### src/rtl/activation_unit_if.sv
// Handshake and data bundle for activation_unit.
// master drives start/config/map; slave returns busy/done/result/count.
interface activation_unit_if #(
    parameter int NUM_CHANNELS       = 2,
    parameter int FRAMES_PER_CHANNEL = 4,
    parameter int DATA_WIDTH         = 16
);
    localparam int N  = NUM_CHANNELS * FRAMES_PER_CHANNEL;
    localparam int CW = $clog2(N + 1);

    logic                         i_start;
    logic [1:0]                   i_mode;
    logic [3:0]                   i_leak_shift;
    logic signed [DATA_WIDTH-1:0] i_clip_max;
    logic [NUM_CHANNELS-1:0]
          [FRAMES_PER_CHANNEL-1:0]
          [DATA_WIDTH-1:0]        i_data;
    logic                         o_busy;
    logic                         o_done_tick;
    logic [NUM_CHANNELS-1:0]
          [FRAMES_PER_CHANNEL-1:0]
          [DATA_WIDTH-1:0]        o_result;
    logic [CW-1:0]                o_neg_count;

    modport master (
        output i_start, i_mode, i_leak_shift,
        output i_clip_max, i_data,
        input  o_busy, o_done_tick,
        input  o_result, o_neg_count
    );

    modport slave (
        input  i_start, i_mode, i_leak_shift,
        input  i_clip_max, i_data,
        output o_busy, o_done_tick,
        output o_result, o_neg_count
    );
endinterface

### src/rtl/activation_unit.sv
// Run-time selectable activation over a snapshotted feature map.
// Ports: clk, rst_n (async low), bus (activation_unit_if.slave).
module activation_unit #(
    parameter int NUM_CHANNELS       = 2,
    parameter int FRAMES_PER_CHANNEL = 4,
    parameter int DATA_WIDTH         = 16,
    parameter int LANES              = 1
) (
    input  logic              clk,
    input  logic              rst_n,
    activation_unit_if.slave  bus
);
    localparam int DW = DATA_WIDTH;
    localparam int N  = NUM_CHANNELS * FRAMES_PER_CHANNEL;
    localparam int CW = $clog2(N + 1);
    localparam int IW = (N > 1) ? $clog2(N) : 1;

    typedef enum logic {IDLE, RUN} state_t;

    state_t               state;
    logic                 busy;
    logic                 done_tick;
    logic [IW-1:0]        idx;
    logic [1:0]           mode_q;
    logic [3:0]           shift_q;
    logic signed [DW-1:0] clip_q;
    // Flat views: element k = ch*FRAMES_PER_CHANNEL + fr.
    logic [N-1:0][DW-1:0] snap;
    logic [N-1:0][DW-1:0] result;
    logic [CW-1:0]        neg_count;

    logic [LANES-1:0][DW-1:0] grp_y;
    logic [CW-1:0]            grp_neg;

    function automatic logic [DW-1:0] act(
        input logic signed [DW-1:0] x,
        input logic [1:0]           m,
        input logic [3:0]           sh,
        input logic signed [DW-1:0] clip
    );
        logic signed [DW-1:0] c;
        logic signed [DW-1:0] y;
        // A negative ceiling collapses clipped ReLU to all-zero.
        c = clip[DW-1] ? '0 : clip;
        unique case (1'b1)
            (m == 2'd0): y = x[DW-1] ? '0 : x;
            (m == 2'd1): y = x[DW-1] ? (x >>> sh) : x;
            (m == 2'd2): y = x[DW-1] ? '0 : ((x > c) ? c : x);
            default:     y = x;
        endcase
        return y;
    endfunction

    always_comb begin
        grp_y   = '0;
        grp_neg = '0;
        for (int l = 0; l < LANES; l++) begin
            grp_y[l] = act(snap[int'(idx) + l], mode_q,
                           shift_q, clip_q);
            grp_neg  = grp_neg
                     + CW'(snap[int'(idx) + l][DW-1]);
        end
    end

    always_ff @(posedge clk or negedge rst_n) begin
        if (!rst_n) begin
            state     <= IDLE;
            busy      <= 1'b0;
            done_tick <= 1'b0;
            idx       <= '0;
            mode_q    <= '0;
            shift_q   <= '0;
            clip_q    <= '0;
            snap      <= '0;
            result    <= '0;
            neg_count <= '0;
        end else begin
            unique case (state)
                IDLE: begin
                    done_tick <= 1'b0;
                    if (bus.i_start) begin
                        snap      <= bus.i_data;
                        mode_q    <= bus.i_mode;
                        shift_q   <= bus.i_leak_shift;
                        clip_q    <= bus.i_clip_max;
                        idx       <= '0;
                        neg_count <= '0;
                        busy      <= 1'b1;
                        state     <= RUN;
                    end
                end
                RUN: begin
                    for (int l = 0; l < LANES; l++)
                        result[int'(idx) + l] <= grp_y[l];
                    neg_count <= neg_count + grp_neg;
                    if (idx == IW'(N - LANES)) begin
                        idx       <= '0;
                        busy      <= 1'b0;
                        done_tick <= 1'b1;
                        state     <= IDLE;
                    end else begin
                        idx <= idx + IW'(LANES);
                    end
                end
                default: state <= IDLE;
            endcase
        end
    end

    assign bus.o_busy      = busy;
    assign bus.o_done_tick = done_tick;
    assign bus.o_result    = result;
    assign bus.o_neg_count = neg_count;
endmodule

### src/flat_wrapper.sv
// flat-port wrapper written by rule: the top's interface ports become plain ports
module activation_unit_flat 
#(
    parameter int NUM_CHANNELS       = 2,
    parameter int FRAMES_PER_CHANNEL = 4,
    parameter int DATA_WIDTH         = 16,
    parameter int LANES              = 1
)
  (clk, rst_n, bus_i_start, bus_i_mode, bus_i_leak_shift, bus_i_clip_max, bus_i_data, bus_o_busy, bus_o_done_tick, bus_o_result, bus_o_neg_count);
  activation_unit_if #(.NUM_CHANNELS(NUM_CHANNELS), .FRAMES_PER_CHANNEL(FRAMES_PER_CHANNEL), .DATA_WIDTH(DATA_WIDTH)) bus_i ();
  input  logic clk;
  input  logic rst_n;
  input wire logic [$bits(bus_i.i_start)-1:0] bus_i_start;
  input wire logic [$bits(bus_i.i_mode)-1:0] bus_i_mode;
  input wire logic [$bits(bus_i.i_leak_shift)-1:0] bus_i_leak_shift;
  input wire logic [$bits(bus_i.i_clip_max)-1:0] bus_i_clip_max;
  input wire logic [$bits(bus_i.i_data)-1:0] bus_i_data;
  output wire logic [$bits(bus_i.o_busy)-1:0] bus_o_busy;
  output wire logic [$bits(bus_i.o_done_tick)-1:0] bus_o_done_tick;
  output wire logic [$bits(bus_i.o_result)-1:0] bus_o_result;
  output wire logic [$bits(bus_i.o_neg_count)-1:0] bus_o_neg_count;
  assign bus_i.i_start = bus_i_start;
  assign bus_i.i_mode = bus_i_mode;
  assign bus_i.i_leak_shift = bus_i_leak_shift;
  assign bus_i.i_clip_max = bus_i_clip_max;
  assign bus_i.i_data = bus_i_data;
  assign bus_o_busy = bus_i.o_busy;
  assign bus_o_done_tick = bus_i.o_done_tick;
  assign bus_o_result = bus_i.o_result;
  assign bus_o_neg_count = bus_i.o_neg_count;
  activation_unit #(.NUM_CHANNELS(NUM_CHANNELS), .FRAMES_PER_CHANNEL(FRAMES_PER_CHANNEL), .DATA_WIDTH(DATA_WIDTH), .LANES(LANES)) u_core (.clk(clk), .rst_n(rst_n), .bus(bus_i));
endmodule
### config.mk
export PLATFORM = sky130hd
export DESIGN_NAME = activation_unit_flat
export DESIGN_NICKNAME = d
export VERILOG_FILES = /design/src/rtl/activation_unit_if.sv /design/src/rtl/activation_unit.sv /design/src/flat_wrapper.sv
export SDC_FILE = /design/constraint.sdc
export NUM_CORES = 1
export LEC_CHECK = 0
export ABC_CLOCK_PERIOD_IN_PS = 5000
export BUFFER_PORTS_ARGS = -buffer_cell sky130_fd_sc_hd__buf_2
export CORE_MARGIN = 2
export CORE_UTILIZATION = 45
export DETAILED_ROUTE_END_ITERATION = 12
export PLACE_DENSITY = 0.77
export SYNTH_ARGS = -nofsm -noshare
export SYNTH_HDL_FRONTEND = slang
export SYNTH_SLANG_ARGS = --single-unit
### constraint.sdc
create_clock -name clk -period 5 [get_ports clk]
set_input_delay 1 -clock clk [delete_from_list [all_inputs] [get_ports clk]]
set_output_delay 1 -clock clk [all_outputs]
set_load 0.02 [all_outputs]
; Yosys cells after proc, flatten, opt, wreduce, memory -nomap -nowiden
; Cells that the tools add are included.
[totals]
reg_bits = 288
latch_bits = 0
mem_bits_rw = 0
rom_bits = 0
in_bits = 153
output_inout_bits = 134
wordCells = 64
memories = 0
[classes]
n_addsub = 2
mul = 0
div = 0
n_lt_le_gt_ge = 3
eq_ne = 5
shifts = 1
mux = 24
bitwise_logic = 1
n_reduce_logical = 4
[op_table]
columns = operator, n
row1 = $bwmux 128, 1
row2 = $mux 16, 5
row3 = $bmux 16 s3, 1
row4 = $demux 16 s3, 1
row5 = $pmux 16 s3, 1
row6 = $mux 15, 2
row7 = $gt 16x16->1, 1
row8 = $sshr 16x4->16, 1
row9 = $pmux 4 s2, 1
row10 = $mux 3, 2
row11 = $pmux 1 s2, 3
row12 = $pmux 3 s2, 1
row13 = $mux 1, 5
row14 = $add 4x1->4, 1
row15 = $lt 3x4->1 const B, 1
row16 = $mux 4, 1
row17 = $ne 2x2->1 const B, 2
row18 = $reduce_and 2->1, 2
row19 = $add 3x1->3 const B, 1
row20 = $eq 3x3->1 const B, 1
row21 = $ge 3x1->1 const B, 1
row22 = $eq 2x1->1 const B, 1
row23 = $eq 2x2->1 const B, 1
row24 = $logic_not 2->1, 1
row25 = other kinds (2), 2

; Depth between registers and ports, before layout
[logic_depth]
depth_word = 7
ltp_mapped = 17

; Least setup slack after synthesis
; No wires, ideal clock.
[synth_timing]
path_kind = flip-flop to flip-flop
startpoint = reg u_core.idx[1]
endpoint = reg u_core.result (netlist bit u_core.bus.o_result[109])
setup_time_ns = 0.148
arrival_ns = 3.762
required_time_ns = 4.852
slack_ns = 1.090
path_stages_with_launch = 14
path_buffers = 2
cell_sequence = dfrtp_1 > buf_6 > mux2_2 > mux4_2 > or2_4 > ha_1 > a21o_1 > a21oi_1 > o21ai_0 > o31ai_4 > clkbuf_1 > nor4_1 > a211oi_1 > o21ai_0
[synth_between]
elab_chain_cells = 7
elab_cells_between_ends = 15
[synth_rtl]
columns = item, line_no
row1 = from (decl), activation_unit.sv:23  ; logic [IW-1:0] idx;
row2 = from (signal assigned), activation_unit.sv:102  ; idx <= idx + IW'(LANES);
row3 = $bmux 16 s3, activation_unit.sv:58  ; grp_y[l] = act(snap[int'(idx) + l], mode_q,
row4 = $mux 16 (implied by the code), activation_unit.sv:58
row5 = $gt 16x16->1, activation_unit.sv:48  ; (m == 2'd2): y = x[DW-1] ? '0 : ((x > c) ? c : x);
row6 = $mux 16 (2 in series), activation_unit.sv:48
row7 = $pmux 16 s3, activation_unit.sv:45  ; unique case (1'b1)
row8 = $bwmux 128 (*), activation_unit.sv:94  ; result[int'(idx) + l] <= grp_y[l];
row9 = "to (signal, indexed assignment)", activation_unit.sv:94
row10 = to (decl), activation_unit.sv:29  ; logic [N-1:0][DW-1:0] result;
; Every way passes the cells marked *; elsewhere a longest branch is shown, timed or not. The select of a mux whose other input is x is not followed.
; A chain may end at the register's enable or synchronous reset.

; Worst setup path after layout
[layout_timing]
startpoint = reg u_core.idx[1]
endpoint = reg u_core.result (netlist bit u_core.bus.o_result[50])
; Same word-level chain as after synthesis.

==> flow_metrics.tcl <==
set metrics [dict create \
    die_w_um 180.4 \
    h-tree-depth 1 \
    syn_avg_cell_area_um2 11.39 \
    whs_ps 446.8 \
    gr-total-overflow 0 \
    crit_path_end_kind "register" \
    cts_tree "built" \
    power_density_nw_per_um2 895.8 \
    grt_usage_pct 25.31 \
    fp-row-count 64 \
    p_leak_nw 7.628 \
    cts-root-buf "clkbuf_16" \
    synth_ff_type "dfrtp_1" \
    async_flop_share_pct 100.0 \
    post-route-period-util_pct 93.60 \
    irDropWorstVdd_v 0.0003568 \
    finalSetupViolations 0 \
    final_core_util_pct 55.21 \
    ys_seq_elements 288 \
    min_path_type "input port to async pin" \
    cts_buffer_depth 3 \
    outcome "finished, final reports clean" \
    clock-sinks 288 \
    reg2reg_slack_ps 320 \
    timing.fmax_ghz 0.2137 \
    area_growth_pct 20.64 \
    clk_latency_ps 570 \
    synth_cell_types 89 \
    r2r-end "u_core.bus.o_result[50]" \
    ios 287 \
    grt_pass1_vias 11210 \
    r2r_cells 12 \
    clkTransAtPathRegs_ps 60 \
    cts_setup_buffers 0 \
    numPortBuffers 286 \
    slew_headroom_pct 36.88 \
    tns_ps 0 \
    synth-seq-area-share_pct 51.48 \
    hold_violations 0 \
    startpoint "u_core.idx[1]" \
    vias_per_cell 5.934 \
    gp_congestion 0.9934 \
    antenna_found_initial 2 \
    finalCriticalPeriod_ps 4680 \
    worstSetupPathType "register to register" \
    ant_nets 0 \
    skew_ps 15.86 \
    syn_area_um2 14000 \
    crit_path_end "u_core.bus.o_result[50]" \
    vias 11330 \
    dp_worst_setup_slack_ps 368.2 \
    grt_pass1_wl_um 65140 \
    core_area_um2 30590 \
    finalPower_mw 15.13 \
    cp-start-kind "register" \
    rsz0062_at_grt "no" \
    drv_slew 0 \
    setup_slack_ps 319.9 \
    place_hpwl_um 31380 \
    initial_core_util_pct 45.77 \
    required_ps 5400 \
    arrival_ps 5080 \
    cts_resized 0 \
    drt_iter0_drc 989 \
    r2r-start "u_core.idx[1]" \
    die_h_um 180.4 \
    cts_hold_buf 0 \
    synth_cells 1229 \
    grt_max_degree 115 \
    cts_buffers 31 \
    dr.pass1.iters 6 \
    synth_edf_count 0 \
    drive_gt1_share_pct 38.29 \
    cap_violations 0 \
    dieArea_um2 32540 \
    finalWirelength_um 42190 \
    num-nets-final 1659 \
    tightest_slew_ps 938.1 \
    fill_cells 2600 \
    worstPathMaxFanout 29 \
    remaining_drc_errors 0 \
    synth_nets 1401 \
    wl_per_cell_um 22.09 \
    ys.warnings.count 0 \
]
-- routing by layer --
metal	track usage, %	share of wire [%]	vias to the layer above	wire, µm
met1	34.75	43	5630	18160
li1	-	-	5078	-
met2	39.95	45	529	19170
met4	9.000	3.5	2	1477
met5	0	0.031	-	13
met3	5.194	8.0	95	3369
-- worst max-delay path, cell delays in order, from the launching register on --
cell and delay, ps:
dfrtp_2 740, buf_12 260, mux2_1 350, a221oi_1 490, o22a_2 250, inv_2 70, ha_1 320, o211ai_1 110
a211oi_1 430, o31ai_4 130, a211o_2 480, a2111oi_4 690, a31oi_1 170
-- placed cells by master (no fill, tap or decap), types with 8 or more instances in the layout --
master     instances
buf_2            285
dfrtp_1          285
mux2_2           162
nand2_1          120
nor2_1            87
a31oi_1           66
o31ai_1           36
o21ai_0           35
clkbuf_16         31
a21oi_1           29
nand3_1           25
mux2i_1           24
buf_4             22
inv_1             21
ha_1              19
a211oi_1          13
o22ai_1           13
and3_1            12
nand4_1           11
o21ai_1           11
a211o_1            9
a221oi_1           9
nor4_1             8
-- how the worst min path moves through the flow --
stage | start | endpoint | slack [ps] | cells after the start
detailed placement | u_core.bus.o_result[40] | u_core.bus.o_result[40] | 460 | 2
global route | u_core.bus.o_result[15] | u_core.bus.o_result[15] | 490 | 2
finish | rst_n | u_core.bus.o_result[127] | 450 | 1
global placement | u_core.bus.o_result[15] | u_core.bus.o_result[15] | 460 | 2
floorplan | u_core.snap[9] | u_core.snap[9] | 470 | 1
CTS | u_core.bus.o_result[40] | u_core.bus.o_result[40] | 480 | 2
-- power by group --
part	switching, mW	internal (mW)	total (mW)	leakage, nW
clock	0.962	1.50	2.47	0.552
sequential	0.897	3.49	4.39	3.44
combinational	5.18	3.10	8.27	3.64
total	7.04	8.09	15.1	7.63
-- flip-flops by register name, summed over array words and instances (netlist names) --
register and count:
u_core.clip_q 16, u_core.bus.o_busy 1, u_core.mode_q 2, u_core.bus.o_done_tick 1
u_core.state 1, u_core.snap 128, u_core.shift_q 4, u_core.bus.o_neg_count 4
u_core.bus.o_result 128, u_core.idx 3
-- cell type report --
type / count / area, µm² / share of cell area, %
flip-flops and latches: 288 / 7211 / 42.70
diodes: 2 / 5.005 / 0.02963
clock buffers: 41 / 883.3 / 5.230
repair buffers: 311 / 1667 / 9.868
well taps: 396 / 495.5 / 2.934
multi-input cells: 831 / 6302 / 37.32
clock inverters: 17 / 235.2 / 1.393
inverters: 24 / 90.09 / 0.5334
-- kinds of logic after synthesis --
group	Yosys count	synth area share (%)
compound gates	296	16.07
xor+xnor	2	0.1251
fa+ha+maj	19	1.698
buf+inv	110	3.557
flops	288	51.48
mux	200	16.41
simple gates	314	10.66
-- Yosys cell counts, drive strengths merged, types with 12 or more instances --
cell type	instances	share of area (%)
clkbuf	61	1.6
o31ai	37	2.1
o22ai	14	0.67
nand3	26	1.0
nor2	89	2.6
nand2	122	3.3
o21ai	47	1.8
a221oi	15	1.4
a31oi	66	2.9
inv	24	0.64
and3	12	0.54
buf	25	1.3
ha	19	1.7
a211oi	16	1.0
a21oi	30	1.1
mux2i	24	1.7
mux2	170	14
dfrtp	288	51
-- stage by stage --
stage | cells | cell area (µm²)
after detailed placement | 1850 | 15770
after floorplan | 1229 | 14000
after global placement | 1850 | 15770
after CTS | 1908 | 16880
final | 1910 | 16890
after global routing | 1908 | 16880
Power figures use the tool's default switching activity.
